### src/rtl/uart_cmd_ctrl.sv
// uart_cmd_ctrl: assembles 5-byte command frames (header, cmd, addr, data,
// checksum) from the UART receiver's byte stream. It issues one-cycle
// register write/read requests and flags bad frames and abandoned partial
// frames.
module uart_cmd_ctrl #(
  parameter int unsigned TIMEOUT_MAX = 52080,
  parameter logic [7:0]  HEADER      = 8'hAA,
  parameter logic [7:0]  CMD_WR      = 8'h01,
  parameter logic [7:0]  CMD_RD      = 8'h02
) (
  input  logic       i_clk,
  input  logic       i_rst,
  input  logic [7:0] i_rx_data,
  input  logic       i_rx_ready,
  output logic       o_wr_en,
  output logic [7:0] o_wr_addr,
  output logic [7:0] o_wr_data,
  output logic       o_rd_req,
  output logic [7:0] o_rd_addr,
  output logic       o_frame_err,
  output logic       o_timeout,
  output logic       o_busy,
  output logic [7:0] o_frame_cnt
);

  // Counter only needs to reach TIMEOUT_MAX-1; keep at least one bit.
  localparam int TW = ($clog2(TIMEOUT_MAX) > 0) ? $clog2(TIMEOUT_MAX) : 1;
  localparam logic [TW-1:0] TO_LAST = TW'(TIMEOUT_MAX - 1);

  typedef enum logic [2:0] {
    S_IDLE,
    S_CMD,
    S_ADDR,
    S_DATA,
    S_CHK
  } state_t;

  state_t        r_state;
  logic          r_rx_ready_d;
  logic [TW-1:0] r_to_cnt;
  logic [7:0]    r_cmd;
  logic [7:0]    r_addr;
  logic [7:0]    r_data;
  logic          r_wr_en;
  logic [7:0]    r_wr_addr;
  logic [7:0]    r_wr_data;
  logic          r_rd_req;
  logic [7:0]    r_rd_addr;
  logic          r_frame_err;
  logic          r_timeout;
  logic          r_busy;
  logic [7:0]    r_frame_cnt;

  logic w_byte_stb;
  logic w_chk_ok;

  // A byte event is the rising edge of the receiver's ready level.
  assign w_byte_stb = i_rx_ready & ~r_rx_ready_d;
  assign w_chk_ok   = (i_rx_data == (r_cmd ^ r_addr ^ r_data));

  // Ready-level delay; resets high so a level held through reset is not an event.
  always_ff @(posedge i_clk) begin
    if (i_rst) begin
      r_rx_ready_d <= 1'b1;
    end else begin
      r_rx_ready_d <= i_rx_ready;
    end
  end

  // Frame FSM with inter-byte timeout; a byte on the terminal-count cycle wins.
  always_ff @(posedge i_clk) begin
    if (i_rst) begin
      r_state     <= S_IDLE;
      r_to_cnt    <= '0;
      r_cmd       <= '0;
      r_addr      <= '0;
      r_data      <= '0;
      r_wr_en     <= 1'b0;
      r_wr_addr   <= '0;
      r_wr_data   <= '0;
      r_rd_req    <= 1'b0;
      r_rd_addr   <= '0;
      r_frame_err <= 1'b0;
      r_timeout   <= 1'b0;
      r_busy      <= 1'b0;
      r_frame_cnt <= '0;
    end else begin
      r_wr_en     <= 1'b0;
      r_rd_req    <= 1'b0;
      r_frame_err <= 1'b0;
      r_timeout   <= 1'b0;
      if (w_byte_stb) begin
        r_to_cnt <= '0;
        case (r_state)
          S_IDLE: begin
            if (i_rx_data == HEADER) begin
              r_state <= S_CMD;
              r_busy  <= 1'b1;
            end
          end
          S_CMD: begin
            r_cmd   <= i_rx_data;
            r_state <= S_ADDR;
          end
          S_ADDR: begin
            r_addr  <= i_rx_data;
            r_state <= S_DATA;
          end
          S_DATA: begin
            r_data  <= i_rx_data;
            r_state <= S_CHK;
          end
          S_CHK: begin
            r_state <= S_IDLE;
            r_busy  <= 1'b0;
            if (w_chk_ok && (r_cmd == CMD_WR)) begin
              r_wr_en     <= 1'b1;
              r_wr_addr   <= r_addr;
              r_wr_data   <= r_data;
              r_frame_cnt <= r_frame_cnt + 8'd1;
            end else if (w_chk_ok && (r_cmd == CMD_RD)) begin
              r_rd_req    <= 1'b1;
              r_rd_addr   <= r_addr;
              r_frame_cnt <= r_frame_cnt + 8'd1;
            end else begin
              r_frame_err <= 1'b1;
            end
          end
          default: begin
            r_state <= S_IDLE;
            r_busy  <= 1'b0;
          end
        endcase
      end else if (r_state == S_IDLE) begin
        r_to_cnt <= '0;
      end else if (r_to_cnt == TO_LAST) begin
        r_state   <= S_IDLE;
        r_busy    <= 1'b0;
        r_timeout <= 1'b1;
        r_to_cnt  <= '0;
      end else begin
        r_to_cnt <= r_to_cnt + TW'(1);
      end
    end
  end

  assign o_wr_en     = r_wr_en;
  assign o_wr_addr   = r_wr_addr;
  assign o_wr_data   = r_wr_data;
  assign o_rd_req    = r_rd_req;
  assign o_rd_addr   = r_rd_addr;
  assign o_frame_err = r_frame_err;
  assign o_timeout   = r_timeout;
  assign o_busy      = r_busy;
  assign o_frame_cnt = r_frame_cnt;

endmodule

### config.mk
export PLATFORM = sky130hd
export DESIGN_NAME = uart_cmd_ctrl
export DESIGN_NICKNAME = d
export VERILOG_FILES = /design/src/rtl/uart_cmd_ctrl.sv
export SDC_FILE = /design/constraint.sdc
export NUM_CORES = 1
export LEC_CHECK = 0
export CORE_MARGIN = 2
export CORE_UTILIZATION = 40
export DETAILED_ROUTE_END_ITERATION = 7
export PLACE_DENSITY = 0.61
export SETUP_SLACK_MARGIN = 0.5
export SYNTH_ARGS = -nofsm -noshare
export SYNTH_HDL_FRONTEND = slang
export SYNTH_SLANG_ARGS = --single-unit
### constraint.sdc
create_clock -name i_clk -period 3.7 [get_ports i_clk]
set_clock_uncertainty 0.2 [all_clocks]
set_input_delay 0.555 -clock i_clk [delete_from_list [all_inputs] [get_ports i_clk]]
set_output_delay 0.555 -clock i_clk [all_outputs]
set_load 0.02 [all_outputs]
==> impl_metrics.yaml <==
outcome:
  status: "completed"
grt:
  grt_max_degree: 65
  grt_pass1_wl_um: 11100
  grt_usage_pct: 15.7
  grt_antenna_before_repair: 0
  grt_pass1_vias: 2364
  gr-total-overflow: 0
clocking:
  cts_sinks: 81
  postCtsHoldBufs: 0
  htree_levels: 3
  clk_latency_ns: 0.35
  cts_tree: "built"
  path_clk_slew_ns: 0.08
  cts_buffers: 9
  clock-root-buffer: "clkbuf_8"
  ctsResizeCount: 0
  post-cts-setup-buffer-count: 0
  clockBufferDepth: 2
layout:
  fin_area_mm2: 0.00416
  drive_gt1_share_pct: 6.59
  multi_input_area_mm2: 0.00167
  layout_common_cells: "dfxtp_1 (81), nor2_1 (80), mux2i_1 (49), clkdlybuf4s50_1 (46), xnor2_1 (25)"
  nets: 418
  final_common_cell: "dfxtp_1"
  regArea_mm2: 0.00162
  area_growth_pct: 22.4
  n_antenna_cell: 0
  nFillCells: 778
sta:
  fmax_mhz: 353
  hold_slack_ns: 0.249
  period_needed_ns: 2.84
  tns_ns: 0
  drv_slew: 0
  max_slew_margin_pct: 55.1
  worstMarginPinSlew_ns: 0.671
  timing.final.crit_share_pct: 76.6
  setup_viol: 0
  grt_setup_unrepaired: "no"
  finalHoldViolations: 0
logic_synthesis:
  synth_cell_types: 38
  synth-edff-count: 0
  synth-seq-cells: 81
  ys.flop_type: "dfxtp_1"
  synth_nets: 371
  async_reset_ff_share_pct: 0
  synth.cell_area_mm2: 0.00340
  syn-instance-count: 358
  synth_area_per_cell_um2: 9.50
  ys_seq_area_share_pct: 47.7
  ys_warn_count: 0
routing:
  vias_per_cell: 4.86
  antenna_left: 0
  avgRoutedWirePerCell_um: 12.9
  drtIter0Drc: 85
  drc: 0
  wirelength_um: 6640
  vias: 2502
  dr.pass1.iters: 4
setup_path:
  cp_max_fo: 17
  critPathTopFamily: "simple AND/OR/NAND/NOR gates"
  cp_slowest_cell: "clkdlybuf4s50_1"
  worstPathArrival_ns: 2.85
  cp_cell_sequence: "clkdlybuf4s50_1 -> xor2_1 -> xnor2_1 -> nand4_1 -> or4_1 -> buf_4 -> mux2i_1 -> nor2_1"
  required_ns: 3.71
  end_kind: "flip-flop"
  slowest_delay_ns: 0.58
  startpoint_type: "primary input"
  crit_type: "in2reg"
  path_buf_inv: 2
die:
  dieWidth_um: 96.2
  core_area_mm2: 0.00822
  start_util_pct: 41.4
  die-area_mm2: 0.00926
  io_pins: 48
  rows: 33
  die_y_um: 96.2
placed_design:
  placed_area_mm2: 0.00394
  portBuffers: 47
  gp_congestion: 0.789
  hpwlAfterDp_um: 4570
pwr:
  combPwrFrac_pct: 2.8
  netSwitchingFraction_pct: 20.8
  seqPwrFrac_pct: 53.6
  power_switching_mw: 0.337
  p_leak_nw: 1.65
  power.density_mw_per_mm2: 390
  p_clk_share_pct: 43.6
  ir_worst_vdd_v: 0.000254
  p_int_mw: 1.29
flow_run:
  maxCapViolCount: 0
worst_hold_path:
  hp-class: "reg2reg"
[metrics by stage]
stage                     std cells  setup WS, ns  util, %  total power [mW]
after floorplan                 358          1.34        -             0.918
after global placement          499         0.553     48.0             0.938
after detailed placement        499         0.517     48.0             0.938
after CTS                       515         0.866     50.7              1.65
after global routing            515         0.701     50.7              1.68
final                           515         0.864     50.7              1.63
[Yosys cell counts (3+ instances only)]
| master | instances | area share (%) |
|---|---|---|
| or2_2 | 3 | 0.55 |
| xnor2_1 | 25 | 6.4 |
| inv_1 | 6 | 0.66 |
| and2_1 | 3 | 0.55 |
| nor2_1 | 80 | 8.8 |
| or3_1 | 6 | 1.1 |
| buf_6 | 3 | 0.99 |
| clkbuf_1 | 8 | 0.88 |
| nand3_1 | 10 | 1.5 |
| dfxtp_1 | 81 | 48 |
| nand4_1 | 5 | 0.92 |
| nand2_1 | 14 | 1.5 |
| nor2b_1 | 3 | 0.55 |
| a21oi_1 | 9 | 1.3 |
| and3_1 | 5 | 0.92 |
| mux2i_1 | 49 | 14 |
| or4_1 | 3 | 0.66 |
| o21ai_0 | 6 | 0.88 |
| xor2_1 | 12 | 3.1 |
| nand3b_1 | 3 | 0.66 |
| nor4_1 | 3 | 0.55 |
[per-layer routing]
layer | track usage [%] | vias to the layer above | routed length (um)
li1 | - | 1299 | -
met1 | 20.1 | 1158 | 3210
met2 | 24.3 | 37 | 3030
met3 | 4.62 | 8 | 300
met4 | 6.90 | 0 | 100
met5 | 0 | - | 0
[worst reg2reg max path, stage by stage, from the launching register on]
cell and delay (ns):
dfxtp_1 0.36, xnor2_1 0.28, xnor2_1 0.15, nand4_1 0.25, or4_1 0.58, buf_4 0.24, mux2i_1 0.19, nor2_1 0.06
[flip-flops by register name, indices dropped and copies added (netlist names)]
name          flops
r_cmd             8
o_rd_addr         8
o_busy            1
o_wr_addr         8
o_wr_en           1
r_to_cnt         16
o_timeout         1
r_data            8
r_addr            8
o_rd_req          1
o_frame_cnt       8
r_state           3
o_wr_data         8
o_frame_err       1
r_rx_ready_d      1
[area by class of cell]
cell class | count | area share, %
clock buffer | 11 | 3.40
clock inverter | 5 | 1.89
inverter | 6 | 0.541
multi-input combinational | 256 | 40.2
sequential | 81 | 39.0
tap | 105 | 3.16
timing repair buffer | 51 | 11.9
[logic make-up (layout without fill, tap and decap cells)]
kind of cell               Yosys count  count (layout)  share of synthesized area [%]
and+or+nand+nor                    146             146                           20.3
DFF                                 81              81                           47.7
muxes                               50              50                           14.7
xor gates and xnor gates            37              37                           9.53
AOI/OAI and AO/OA                   21              21                           3.68
buffers and inverters               21              73                           3.38
adders and majority gates            2               2                          0.735
[power by group through the flow]
stage	registers (mW)	logic, mW	clock network (mW)
CTS	0.872	0.0460	0.728
finish	0.872	0.0454	0.708
floorplan	0.892	0.0259	0
detailed placement	0.892	0.0457	0
global placement	0.892	0.0457	0
global route	0.872	0.0499	0.760
[final timing paths]
kind	start	endpoint	slack [ns]	cells past startpoint
max	i_rx_data[3]	o_wr_data[5]$_SDFFE_PP0P_	0.86	8
min	r_to_cnt[0]$_SDFF_PP0_	r_to_cnt[0]$_SDFF_PP0_	0.25	1
max reg2reg	r_addr[0]$_SDFFE_PP0P_	o_wr_data[5]$_SDFFE_PP0P_	1.24	7
min reg2reg	r_to_cnt[0]$_SDFF_PP0_	r_to_cnt[0]$_SDFF_PP0_	0.25	1
No activity file was read; power rests on OpenSTA's default activity.
